--- config.mk ---
export PLATFORM = sky130hd
export DESIGN_NAME = pipeline_ctrl
export DESIGN_NICKNAME = d
export VERILOG_FILES = /design/src/rtl/pipeline_ctrl.sv
export SDC_FILE = /design/constraint.sdc
export NUM_CORES = 1
export LEC_CHECK = 0
export BUFFER_PORTS_ARGS = -buffer_cell sky130_fd_sc_hd__buf_2
export CAP_MARGIN = 25
export CORE_MARGIN = 2
export CORE_UTILIZATION = 44
export CTS_CLUSTER_SIZE = 30
export DETAILED_ROUTE_END_ITERATION = 16
export GPL_TIMING_DRIVEN = 1
export PLACE_DENSITY = 0.75
export SKIP_LAST_GASP = 1
export SYNTH_ARGS = -nofsm -noshare
export SYNTH_HDL_FRONTEND = slang
export SYNTH_SLANG_ARGS = --single-unit
--- constraint.sdc ---
create_clock -name clk -period 2.7 [get_ports clk]
set_clock_uncertainty 0.1 [all_clocks]
set_input_delay 0.54 -clock clk [delete_from_list [all_inputs] [get_ports clk]]
set_output_delay 0.54 -clock clk [all_outputs]
set_load 0.05 [all_outputs]
--- src/rtl/pipeline_ctrl.sv ---
// Pipeline hazard controller: produces per-stage stall vectors, sequences
// multi-cycle divides with a timeout, and issues registered flush/redirect
// commands for exceptions.
//
// Handshake note: all request inputs are sampled on the rising clock edge.
// stallreq_id/stallreq_mem are levels. div_start/div_ready/flush_req are
// one-cycle pulses. stall is combinational from the current state and the
// present inputs. flush, flush_pc and div_abort come from flops and change
// only on a clock edge or on reset.
module pipeline_ctrl #(
  parameter int DIV_TIMEOUT = 64,
  parameter int CNT_W       = 16
) (
  input  logic             clk,
  input  logic             rst,
  input  logic             stallreq_id,
  input  logic             stallreq_mem,
  input  logic             div_start,
  input  logic             div_ready,
  input  logic             flush_req,
  input  logic [31:0]      exc_pc,
  output logic [5:0]       stall,
  output logic             flush,
  output logic [31:0]      flush_pc,
  output logic             div_abort,
  output logic [CNT_W-1:0] stall_cnt
);

  typedef enum logic [1:0] {
    IDLE     = 2'd0,
    DIV_WAIT = 2'd1,
    FLUSH    = 2'd2
  } state_t;

  state_t     state;
  state_t     state_nxt;
  logic [7:0] wait_cnt;
  logic       timeout;
  logic       abort_nxt;

  // The last permitted DIV_WAIT cycle is the one where the counter reads
  // DIV_TIMEOUT-1, so the divide gets exactly DIV_TIMEOUT cycles.
  assign timeout = (wait_cnt == 8'(DIV_TIMEOUT - 1));

  // Next-state selection; flush_req always wins, and any exit from
  // DIV_WAIT other than div_ready requests an abort pulse.
  always_comb begin
    state_nxt = state;
    abort_nxt = 1'b0;
    case (state)
      IDLE: begin
        if (flush_req)      state_nxt = FLUSH;
        else if (div_start) state_nxt = DIV_WAIT;
      end
      DIV_WAIT: begin
        if (flush_req) begin
          state_nxt = FLUSH;
          abort_nxt = 1'b1;
        end else if (div_ready) begin
          state_nxt = IDLE;
        end else if (timeout) begin
          state_nxt = IDLE;
          abort_nxt = 1'b1;
        end
      end
      FLUSH: begin
        if (flush_req) state_nxt = FLUSH;
        else           state_nxt = IDLE;
      end
      default: state_nxt = IDLE;
    endcase
  end

  // State register plus the registered flush and abort commands.
  always_ff @(posedge clk or posedge rst) begin
    if (rst) begin
      state     <= IDLE;
      flush     <= 1'b0;
      div_abort <= 1'b0;
    end else begin
      state     <= state_nxt;
      flush     <= (state_nxt == FLUSH);
      div_abort <= abort_nxt;
    end
  end

  // Wait counter sits at zero outside DIV_WAIT, so it reads zero on entry.
  always_ff @(posedge clk or posedge rst) begin
    if (rst)                    wait_cnt <= 8'd0;
    else if (state == DIV_WAIT) wait_cnt <= wait_cnt + 8'd1;
    else                        wait_cnt <= 8'd0;
  end

  // Redirect address captured on the edge that sees the flush request.
  always_ff @(posedge clk or posedge rst) begin
    if (rst)            flush_pc <= 32'h0;
    else if (flush_req) flush_pc <= exc_pc;
  end

  // Prioritised stall vector; div_ready releases the EX hold immediately.
  always_comb begin
    stall = 6'b000000;
    if (rst)                                 stall = 6'b000000;
    else if (state == FLUSH)                 stall = 6'b000000;
    else if (stallreq_mem)                   stall = 6'b011111;
    else if (state == DIV_WAIT && !div_ready) stall = 6'b001111;
    else if (state == IDLE && div_start)     stall = 6'b001111;
    else if (stallreq_id)                    stall = 6'b000111;
  end

  // Saturating count of cycles in which the PC was held.
  always_ff @(posedge clk or posedge rst) begin
    if (rst)                                 stall_cnt <= '0;
    else if (stall[0] && (stall_cnt != '1))  stall_cnt <= stall_cnt + 1'b1;
  end

endmodule

Yosys cells after proc, flatten, opt, wreduce, memory -nomap -nowiden
Index checks and enable logic that the tools add are counted.
{"block": "word_totals", "register_bits": 60, "inputBits": 39, "output_inout_bits": 56, "word_cells": 36}
{"block": "op_classes", "n_addsub": 2, "eq_ne": 5, "mux": 18, "reduce_logical": 5}
{"op": "16-bit by 1-bit adder with 16-bit output (second input constant)", "count": 1}
{"op": "16-bit inequality test (second input constant)", "count": 1}
{"op": "5-bit two-way mux", "count": 3}
{"op": "2-bit two-way mux", "count": 6}
{"op": "8-bit by 1-bit adder with 8-bit output (second input constant)", "count": 1}
{"op": "8-bit by 6-bit == test with 1-bit output (second input constant)", "count": 1}
{"op": "4-bit two-way mux", "count": 2}
{"op": "8-bit two-way mux", "count": 1}
{"op": "2-bit case mux with 3 select lines", "count": 1}
{"op": "2-bit == test (second input constant)", "count": 2}
{"op": "1-bit two-way mux", "count": 4}
{"op": "1-bit logical AND", "count": 3}
{"op": "3-bit two-way mux", "count": 1}
{"op": "2-bit by 1-bit == test with 1-bit output (second input constant)", "count": 1}
{"op": "2-bit zero test", "count": 1}
{"op": "1-bit zero test", "count": 1}

Longest topological paths before layout
Gate-level depths: netlist of run 1.
{"block": "depth", "ltp_word": 8, "depth_mapped": 7, "depth_no_buf": 6}

Worst setup path after synthesis of run 1
No wires, ideal clock.
{"block": "synth_timing", "kind": "input-to-output", "start": "input port rst", "end": "output port stall[4]", "arrival_ps": 2451, "required_time_ps": 2060, "slack_ps": -391, "path_stages": 2, "n_path_buf": 0, "path_cell_list": "inv_1 and3_1"}
{"block": "synth_between", "elab_chain_len": 1}
{"element": "from (decl)", "line_no": "15", "source": "input logic rst,"}
{"element": "5-bit two-way mux", "line_no": "103", "source": "if (rst) stall = 6'b000000;"}
{"element": "to (decl)", "line_no": "22", "source": "output logic [5:0] stall,"}
No other way between the ends.

Final worst setup path of run 1
{"block": "layout_timing", "start": "register state[0]", "end": "output port stall[0]"}
{"block": "layout_between", "elab_chain_len": 7, "word_cells_on_any_way": 10, "classes_between": "2 x eq/ne; 5 x mux; 3 x reduce/logical"}
{"element": "from (decl)", "line_no": "35", "source": "state_t state;"}
{"element": "from (signal assigned)", "line_no": "81", "source": "state <= state_nxt;"}
{"element": "2-bit zero test", "line_no": "107", "source": "else if (state == IDLE && div_start) stall = 6'b001111;"}
{"element": "1-bit logical AND", "line_no": "107"}
{"element": "4-bit two-way mux", "line_no": "107"}
{"element": "4-bit two-way mux", "line_no": "106", "source": "else if (state == DIV_WAIT && !div_ready) stall = 6'b001111;"}
{"element": "5-bit two-way mux", "line_no": "105", "source": "else if (stallreq_mem) stall = 6'b011111;"}
{"element": "5-bit two-way mux (*)", "line_no": "104", "source": "else if (state == FLUSH) stall = 6'b000000;"}
{"element": "5-bit two-way mux (*)", "line_no": "103"}
Every way passes the cells marked *; elsewhere a longest branch is shown, timed or not.

==> impl_results.md, run 1 <==
* Die width at 80.69 um
* Final HPWL from detailed placement at 3283 um
* TNS Setup at 0 ns
* Crit Reg-Reg Startpoint: state[0]
* Worst r2r path cells at 6
* WL/cell at 12.80 um
* Post-synth top area cell: dfrtp_1
* Critical Path AT at 1.65 ns
* Placed cells at 358
* Initial antenna violation count at 0
* Fmax at 0.4364 GHz
* Outcome: complete, no violations
* Worst Setup Start Kind: flip-flop
* Top-count cell post-synth: dfrtp_1
* Initial DRT Pass Iterations at 3
* Hold Vio Cnt, Final at 0
* #FFs+latches synth at 60
* Io pins at 95
* GR Overflow Total at 0
* Worst R2R End: stall_cnt[15]
* Num CTS Buffers at 9
* Initial DRC Count at 62
* Vias in the first global route at 1728
* CORE AREA at 0.005608 mm^2
* Worst-margin pin slew at 0.7635 ns
* Final std cells w/o fill at 374
* Post-synth top cells: 60 x dfrtp_1, 35 x mux2_2, 14 x xnor2_1
* Port Buffers at 93
* Longest Clk Path Bufs at 2
* Diodes inserted at 0
* Die Y at 80.69 um
* Synth top area share at 58.03%
* Synthesized area at 0.002587 mm^2
* RePlAce Congestion at 0.7356
* Reg clk slew, reported paths at 0.06 ns
* Clock latency on the worst-skew pair at 0.32 ns
* Die Area at 0.006510 mm^2
* Vias per cell at 4.845
* Unique masters post-synth at 35
* Crit Path Max Fanout at 8
* Unrepaired setup endpoints after global routing: false
* Pwr Density at 771.7 mW/mm^2
* R2r setup slk at 0.84 ns
* Hold Startpoint: exc_pc[4]
* # resized after CTS at 0
* Total GRT Usage at 15.79%
* Tcrit/Tclk final at 84.87%
* Max VDD drop at 733.8 uV
* H-Tree Depth at 3
* Post-layout minimum cycle time at 2.292 ns
* Util after Layout at 58.77%
* ANT nets after route at 0
* Post-Syn Nets at 243
* Top post-synthesis cells by area: dfrtp_1 58%, mux2_2 15%, xnor2_1 4.7%
* Critical-path cell list: nor2b_1, o21bai_1, a21oi_4, buf_2
* Net count reported at finish at 338
* Routed via count at 1812
* WHS Endpoint: flush_pc[4]
* CP max-delay cell: dfrtp_1
* Async set or reset register ratio after synthesis at 100.0%
* Main synth FF type: dfrtp_1
* DRC violation count after routing at 0
* Max-slew headroom at 49.10%
* First-pass GRT wire length at 7617 um
* Post-CTS Setup Bufs at 0
* Crit path largest cell delay at 0.44 ns
* WHS Path Cells at 2
* Row Count at 27
* Hold Buf Count CTS at 0
* Leakage at 1.622 nW
* Layout cells sized above 1 at 50.00%
* Critical Path Sink Type: output port
* CTS tree: done
* Routed wire length at 4787 um
* Largest net degree at the start of global routing at 61
* Clk sink count at 60
* Max-Cap Viols at 0
* Post-synth EDFFs at 0
* CP required at 2.06 ns
* Final setup vio count at 0
* Proportion of synthesized chip area in sequential cells at 58.03%
* Fin. max-slew vios at 0
* Clk root buf: clkbuf_8
* Critical path class: reg2out
* Initial core utilization at 46.14%
* Synth warnings at 0
* Synthesis-to-finish area growth at 27.37%
* Mean post-synth cell area at 12.81 um^2
* Post-Synthesis Cells at 202
* Hold Path Class: in2reg
* Power, Total at 2.543 mW
-- placed cells by master, fill, tap and decap left out, types with 2 or more instances in the layout --
master,n
a21boi_0,2
a31oi_1,3
and2_1,2
and3_1,11
buf_2,93
buf_4,3
clkbuf_1,4
clkbuf_8,11
dfrtp_1,60
ha_1,2
inv_1,2
mux2_2,35
nand2_1,4
nand2b_1,4
nand3_1,11
nand4_1,7
nor2_1,12
o21bai_1,2
or2_2,2
xnor2_1,14
xor2_1,4
-- critical path: cells and delay by family (launching register included) --
family / cells / cell delay [ns]
AND/OR/NAND/NOR: 1 / 0.22
flip-flops: 1 / 0.44
AO/OA/AOI/OAI: 2 / 0.35
buffers and inverters: 1 / 0.31
-- report_power, final --
group          internal (mW)  total (mW)  switching (mW)
Combinational          0.184       0.678           0.494
Clock                  0.479       0.792           0.313
Sequential             0.994        1.07          0.0800
-- worst max-delay path by stage --
| stage | startpoint | end | slack [ns] | cells past startpoint |
|---|---|---|---|---|
| floorplan | rst | stall[4] | 0.12 | 2 |
| global placement | stallreq_mem | stall[0] | 0.53 | 5 |
| detailed placement | stallreq_mem | stall_cnt[1] | 0.51 | 7 |
| CTS | state[0] | stall[0] | 0.38 | 4 |
| global route | state[0] | stall[0] | 0.30 | 4 |
| finish | state[0] | stall[0] | 0.41 | 4 |
-- metal layers --
metal	wire length (um)	global-route usage, %	share of wire [%]	vias up
met5	0	0	0	-
met4	75	9.661	1.6	0
met3	325	4.719	6.8	6
met2	2247	25.67	47	63
met1	2139	18.26	45	861
li1	-	-	-	882
-- area by class of cell --
class / instances / area, um^2
fill: 492 / 2312
sequential: 60 / 1501
multi-input combinational: 127 / 1005
timing repair buffer: 96 / 488.0
clock buffer: 15 / 166.4
tap: 72 / 90.09
clock inverter: 1 / 30.03
inverter: 3 / 15.01
-- state kept, by name, indices dropped and copies added (netlist names) --
register	cells
stall_cnt	16
wait_cnt	8
state	2
flush_pc	32
div_abort	1
flush	1
-- through the flow --
stage	worst slack (ns)	hold WS, ns	cell area (um^2)
after global placement	0.5302	0.3487	3099
after CTS	0.3790	0.3230	3296
after floorplan	0.1186	0.3331	2591
after global routing	0.3042	0.3226	3296
after detailed placement	0.5055	0.3582	3099
final	0.4084	0.3433	3296
-- logic make-up after synthesis --
group	Yosys count	share of synthesized area (%)
AOI/OAI and AO/OA	12	3.481
xor gates and xnor gates	18	6.093
adders and majority gates	2	0.9670
buffers and inverters	15	3.143
DFF	60	58.03
muxes	35	15.23
other	1	0.1449
and+or+nand+nor	59	12.91
(Power assumes the default switching activity.)
==> run 2: changes to the inputs <==
Settings changed: ABC_AREA set to 1, CORE_UTILIZATION 44 to 50, PLACE_DENSITY 0.75 to 0.79.
Clock period 2.7 ns to 2.2 ns, I/O delays scaled along.
==> run 2 against run 1 <==
  * Global-route usage rose by 6.9 points
  * Sequential share of layout area fell by 3.3 points
  * Count of clock-buffer cells in the layout fell by 4
  * Flip-flop and latch count did not move
  * Register-to-register slack got worse by 0.48 ns
  * Critical path type unchanged
  * Critical endpoint is now stall[2]
  * Largest cell class unchanged
  * Largest power group unchanged
==> impl_results.md, run 2 <==
* Vias per cell at 4.861
* Post-Synth XOR/XNOR Area at 2.159%
* Initial antenna violation count at 0
* Unrepaired setup endpoints after global routing: true
* Critical path class: reg2out
* Main synth FF type: dfrtp_1
* Clk root buf: clkbuf_8
* Most common cell after layout, fill and taps aside: nand2_1
* Adder-Cell Fraction of Synth Area at 0.8811%
* CTS tree: done
* Clock latency on the worst-skew pair at 0.32 ns
* CORE AREA at 0.005507 mm^2
* DP Area at 0.003363 mm^2
* Post-Syn Nets at 400
* Register Area at 0.001501 mm^2
* Num CTS Buffers at 9
* Fin. max-slew vios at 0
* Largest registers in the final layout: flush_pc: 32 flops, stall_cnt: 16 flops, wait_cnt: 8 flops
* Die Area at 0.006300 mm^2
* Die width at 79.37 um
* Reg clk slew, reported paths at 0.07 ns
* WHS Endpoint: flush_pc[26]
* DRC violation count after routing at 0
* Io pins at 95
* Crit Path Max Fanout at 6
* Max reg flops at 32
* Leakage at 1.988 nW
* Post-synth EDFFs at 0
* #FFs+latches synth at 60
* Vias in the first global route at 2546
* RePlAce Congestion at 0.8857
* Initial core utilization at 51.58%
* Fmax at 0.4765 GHz
* Largest net degree at the start of global routing at 46
* Placed cells at 516
* Hold Startpoint: exc_pc[26]
* Mux contribution to synthesized area at 0%
* WHS Path Cells at 3
* Total GRT Usage at 22.71%
* WL/cell at 12.16 um
* Hold Path Class: in2reg
* CP required at 1.66 ns
* Max-Cap Viols at 0
* Area occupied by multi-input gates at 0.001170 mm^2
* Routed wire length at 6479 um
* First-pass GRT wire length at 11160 um
* GR Overflow Total at 0
* Synth Area in Compound Gates at 2.335%
* Critical Path AT at 1.56 ns
* Layout cells sized above 1 at 26.46%
* Unique masters post-synth at 25
* Synth top area share at 52.86%
* Worst r2r path cells at 9
* Post-layout minimum cycle time at 2.099 ns
* Critical Path Sink Type: output port
* Mean post-synth cell area at 7.911 um^2
* Row Count at 27
* Die Y at 79.37 um
* Top reg by flops: flush_pc
* ANT nets after route at 0
* Final HPWL from detailed placement at 4731 um
* Diodes inserted at 0
* Simple-gate portion of the synthesized area at 35.68%
* Post-Synthesis Cells at 359
* Worst Setup Start Kind: flip-flop
* Hold Vio Cnt, Final at 0
* Longest Clk Path Bufs at 2
* Crit Reg-Reg Startpoint: stall_cnt[0]
* Top-count cell post-synth: nand2_1
* Most frequent cells in the layout: 175 x nand2_1, 89 x buf_2, 60 x dfrtp_1
* Worst R2R End: stall_cnt[13]
* Post-synth top area cell: dfrtp_1
* Net count reported at finish at 497
* Final setup vio count at 0
* Pwr Density at 821.5 mW/mm^2
* Top post-synthesis cells by area: dfrtp_1 53%, nand2_1 23%, nand3_1 3.7%
* Max VDD drop at 612.2 uV
* Outcome: complete, no violations
* Async set or reset register ratio after synthesis at 100.0%
* Routed via count at 2591
* H-Tree Depth at 3
* Tcrit/Tclk final at 95.40%
* Synthesis-to-finish area growth at 25.07%
* Initial DRT Pass Iterations at 5
* R2r setup slk at 0.36 ns
* Clk sink count at 60
* Initial DRC Count at 142
* Post-synth top cells: 175 x nand2_1, 60 x dfrtp_1, 27 x nor2_1
* Port Buffers at 93
* Design Area, Final at 0.003552 mm^2
* Synthesized area at 0.002840 mm^2
* Fill count at 491
* Final std cells w/o fill at 533
* Synth warnings at 0
* Largest family of logic cells by synthesized area: simple AND/OR/NAND/NOR gates
* Proportion of synthesized chip area in sequential cells at 52.86%
==> run 2: changes by cell type in the layout (fill, tap and decap cells not counted), moves of 4 or more <==
cell,before,now
nand2_1,4,175
mux2_2,35,0
inv_1,2,21
nor2_1,12,27
and3_1,11,0
nand3_1,11,21
xnor2_1,14,5
a21oi_1,1,8
buf_2,93,89
clkinv_2,0,4
nand2b_1,4,0
==> run 2: worst max-delay path by stage <==
stage,start,end,cells after the start
after floorplan,stall_cnt[0],stall_cnt[5],9
after global placement,div_ready,stall[2],6
after detailed placement,div_ready,stall[0],6
after CTS,state[0],stall[0],5
after global routing,state[1],stall[1],6
final,state[1],stall[2],6
==> run 2: cell families (layout without fill, tap and decap cells) <==
| family | Yosys count | in the layout |
|---|---|---|
| compound gates | 13 | 13 |
| xor+xnor | 7 | 7 |
| fa+ha+maj | 2 | 2 |
| buf+inv | 36 | 138 |
| flops | 60 | 60 |
| other cells | 1 | 1 |
| simple gates | 240 | 240 |
==> run 2: through the flow <==
stage | hold slack (ns) | setup slack (ns) | setup TNS, ns | total power, mW | utilization (%)
after global routing | 0.2075 | -0.01555 | -0.03071 | 3.065 | 64.51
after global placement | 0.3439 | 0.3377 | 0 | 2.064 | 61.08
final | 0.2101 | 0.1013 | 0 | 2.918 | 64.51
after CTS | 0.1990 | 0.05143 | 0 | 2.941 | 64.33
after floorplan | 0.3322 | 0.1684 | 0 | 1.885 | -
after detailed placement | 0.3447 | 0.3182 | 0 | 2.084 | 61.08
==> run 2: worst max-delay path, cell delays in order (launching register included) <==
cell,delay (ns)
dfrtp_1,0.44
nor2_1,0.12
nand2_1,0.08
nand3_1,0.12
nand2_1,0.14
nand2_4,0.11
clkbuf_4,0.23
==> run 2: layer usage <==
metal | GRT usage [%] | share of wire (%) | up-vias
met4 | 9.138 | 1.1 | 0
met2 | 37.71 | 48 | 77
met1 | 28.48 | 45 | 1204
met5 | 0 | 0 | -
met3 | 5.656 | 6.1 | 6
li1 | - | - | 1304
==> run 2: area by class of cell <==
cell class                      instances  share of cell area, %
Clock buffer                           11                  3.980
Clock inverter                          5                 0.7749
Inverter                               23                  2.430
Multi-Input combinational cell        263                  32.93
Sequential cell                        60                  42.27
Tap cell                               72                  2.536
Timing Repair Buffer                   99                  15.08
==> run 2: timing repair <==
item / 4_1_cts / 5_1_grt
buffers inserted: 0 / 0
gates resized for setup: 0 / 5
setup endpoints to repair: 0 / 4
hold buffers: 1 / 0
hold endpoints to repair: 15 / 0
==> run 2: report_power, final <==
| group | switching [mW] | total [mW] | internal, mW |
|---|---|---|---|
| sequential | 0.101 | 1.30 | 1.20 |
| combinational | 0.572 | 0.764 | 0.192 |
| clock | 0.421 | 0.852 | 0.432 |
==> run 3: changes to the inputs <==
Settings changed: BUFFER_PORTS_ARGS -buffer_cell sky130_fd_sc_hd__buf_2 to unset, CORE_ASPECT_RATIO set to 0.6, CORE_UTILIZATION 50 to 62, DONT_BUFFER_PORTS set to 1, PLACE_DENSITY 0.79 to 0.78.
==> run 3 against run 2 <==
  * Combinational power decreased by 31%
  * Worst hold slack worse by 0.14 ns
  * Core utilization grew 7.4 points
  * Final area decreased by 9.1%
  * Die area decreased by 18%
  * Sequential share of layout area is 4.2 points higher
  * Power grew 2.7%
  * First-iteration DRC count increased by 51%
  * Register-to-register slack better by 0.12 ns
  * Largest power group unchanged
  * Highest routed layer unchanged
==> impl_results.md, run 3 (synthesized netlist as in run 2, its figures left out) <==
* Outcome: complete, no violations
* Critical path class: reg2out
* Vias in the first global route at 2112
* Max reg flops at 32
* CP max-delay cell: dfrtp_2
* Post-layout minimum cycle time at 2.100 ns
* Initial core utilization at 63.21%
* Num CTS Buffers at 9
* Placed cells at 430
* Longest Clk Path Bufs at 2
* Hold Vio Cnt, Final at 0
* Clock latency on the worst-skew pair at 0.34 ns
* RePlAce Congestion at 0.8925
* Initial DRC Count at 215
* Clk root buf: clkbuf_8
* Initial antenna violation count at 0
* Crit path largest cell delay at 0.45 ns
* GR Overflow Total at 0
* Diodes inserted at 0
* Hold Path Class: in2reg
* CP required at 1.66 ns
* Row Count at 19
* ANT nets after route at 0
* Critical path buffer and inverter count at 2
* Port Buffers at 0
* Fin. max-slew vios at 0
* Clk sink count at 60
* Top reg by flops: flush_pc
* Fill count at 320
* Most frequent cells in the layout: 175 x nand2_1, 59 x dfrtp_1, 27 x nor2_1
* Net count reported at finish at 421
* Kind of cell adding the most delay to the critical path: flip-flops
* Fmax at 0.4761 GHz
* H-Tree Depth at 3
* Most common cell after layout, fill and taps aside: nand2_1
* Largest net degree at the start of global routing at 35
* Tcrit/Tclk final at 95.46%
* Die Area at 0.005156 mm^2
* Critical-path cell list: inv_1, nand3b_1, nand3_1, nand2_1, nand2_4, buf_12
* Reg clk slew, reported paths at 0.06 ns
* Routed via count at 2348
* Vias per cell at 5.241
* Die Y at 56.43 um
* Worst-margin pin slew at 0.5144 ns
* CORE AREA at 0.004493 mm^2
* CTS tree: done
* Final setup vio count at 0
* Hold WS at 0.06661 ns
* Critical Path Sink Type: output port
* Max-Cap Viols at 0
* Max-slew headroom at 65.70%
* Register Area at 0.001503 mm^2
* Total GRT Usage at 26.49%
* Routed wire length at 6345 um
* Initial DRT Pass Iterations at 4
* Max VDD drop at 663.3 uV
* Worst Setup Start Kind: flip-flop
* Layout cells sized above 1 at 12.73%
* Synthesis-to-finish area growth at 13.74%
* Critical Path AT at 1.56 ns
* Crit Path Max Fanout at 8
* Final std cells w/o fill at 448
* DRC violation count after routing at 0
* Area occupied by multi-input gates at 0.001174 mm^2
* Pwr Density at 927.9 mW/mm^2
* Leakage at 1.682 nW
* First-pass GRT wire length at 10300 um
* Final HPWL from detailed placement at 4415 um
* Die width at 91.38 um
* WL/cell at 14.16 um
* Io pins at 95
* Largest registers in the final layout: flush_pc: 32 flops, stall_cnt: 16 flops, wait_cnt: 8 flops
[run 3: changes by cell type in the layout (fill, tap and decap cells not counted), sizes merged]
cell      previous run  this run
clkbuf              14        10
buf                 95        22
bufinv               0         1
clkinvlp             1         2
clkinv               5         4
[run 3: layer usage]
metal	routed length (um)	share of wire, %	vias up	track usage [%]
met5	0	0	-	0
met4	87	1.4	0	9.740
met3	690	11	10	13.02
met2	2709	43	107	36.24
met1	2858	45	1081	36.55
li1	-	-	1150	-
[run 3: power by group]
| part | total (mW) | leakage [nW] | internal [mW] | switching, mW |
|---|---|---|---|---|
| registers | 1.48 | 0.769 | 1.20 | 0.285 |
| clock network | 0.991 | 0.0983 | 0.551 | 0.440 |
| logic | 0.525 | 0.814 | 0.155 | 0.370 |
[run 3: layout make-up]
class / count / area share, %
clock buffers: 10 / 4.260
clock inverters: 6 / 1.975
inverters: 23 / 2.672
multi-input cells: 263 / 36.33
flip-flops and latches: 60 / 46.51
well taps: 63 / 2.440
repair buffers: 23 / 5.809
[run 3: per-stage QoR]
stage	power, mW	TNS [ns]	setup WS, ns	area [um^2]	util, %
global route	3.121	-0.02037	-0.007044	3231	71.90
CTS	3.013	0	0.01460	3218	71.62
finish	2.998	0	0.09979	3231	71.90
floorplan	1.885	0	0.1684	2840	-
detailed placement	2.021	0	0.4116	3007	66.92
global placement	2.005	0	0.4419	3007	66.92
[run 3: repair_timing]
action                                  CTS  global route
endpoints found under the setup margin    0             4
hold buffers                              1             0
setup buffers                             0             1
gates resized for setup                   0             2
endpoints found under the hold margin    60             0
[run 3: worst paths after layout]
path	start	end	slack, ns	cells after the start
max in group asynchronous	rst	state[1]	1.11	3
worst max register to register	stall_cnt[0]	stall_cnt[15]	0.48	9
worst min register to register	wait_cnt[0]	wait_cnt[0]	0.39	1
worst min-delay path	flush_req	state[0]	0.07	1
worst max-delay path	state[1]	stall[0]	0.1	6
min in group asynchronous	rst	stall_cnt[9]	0.54	3
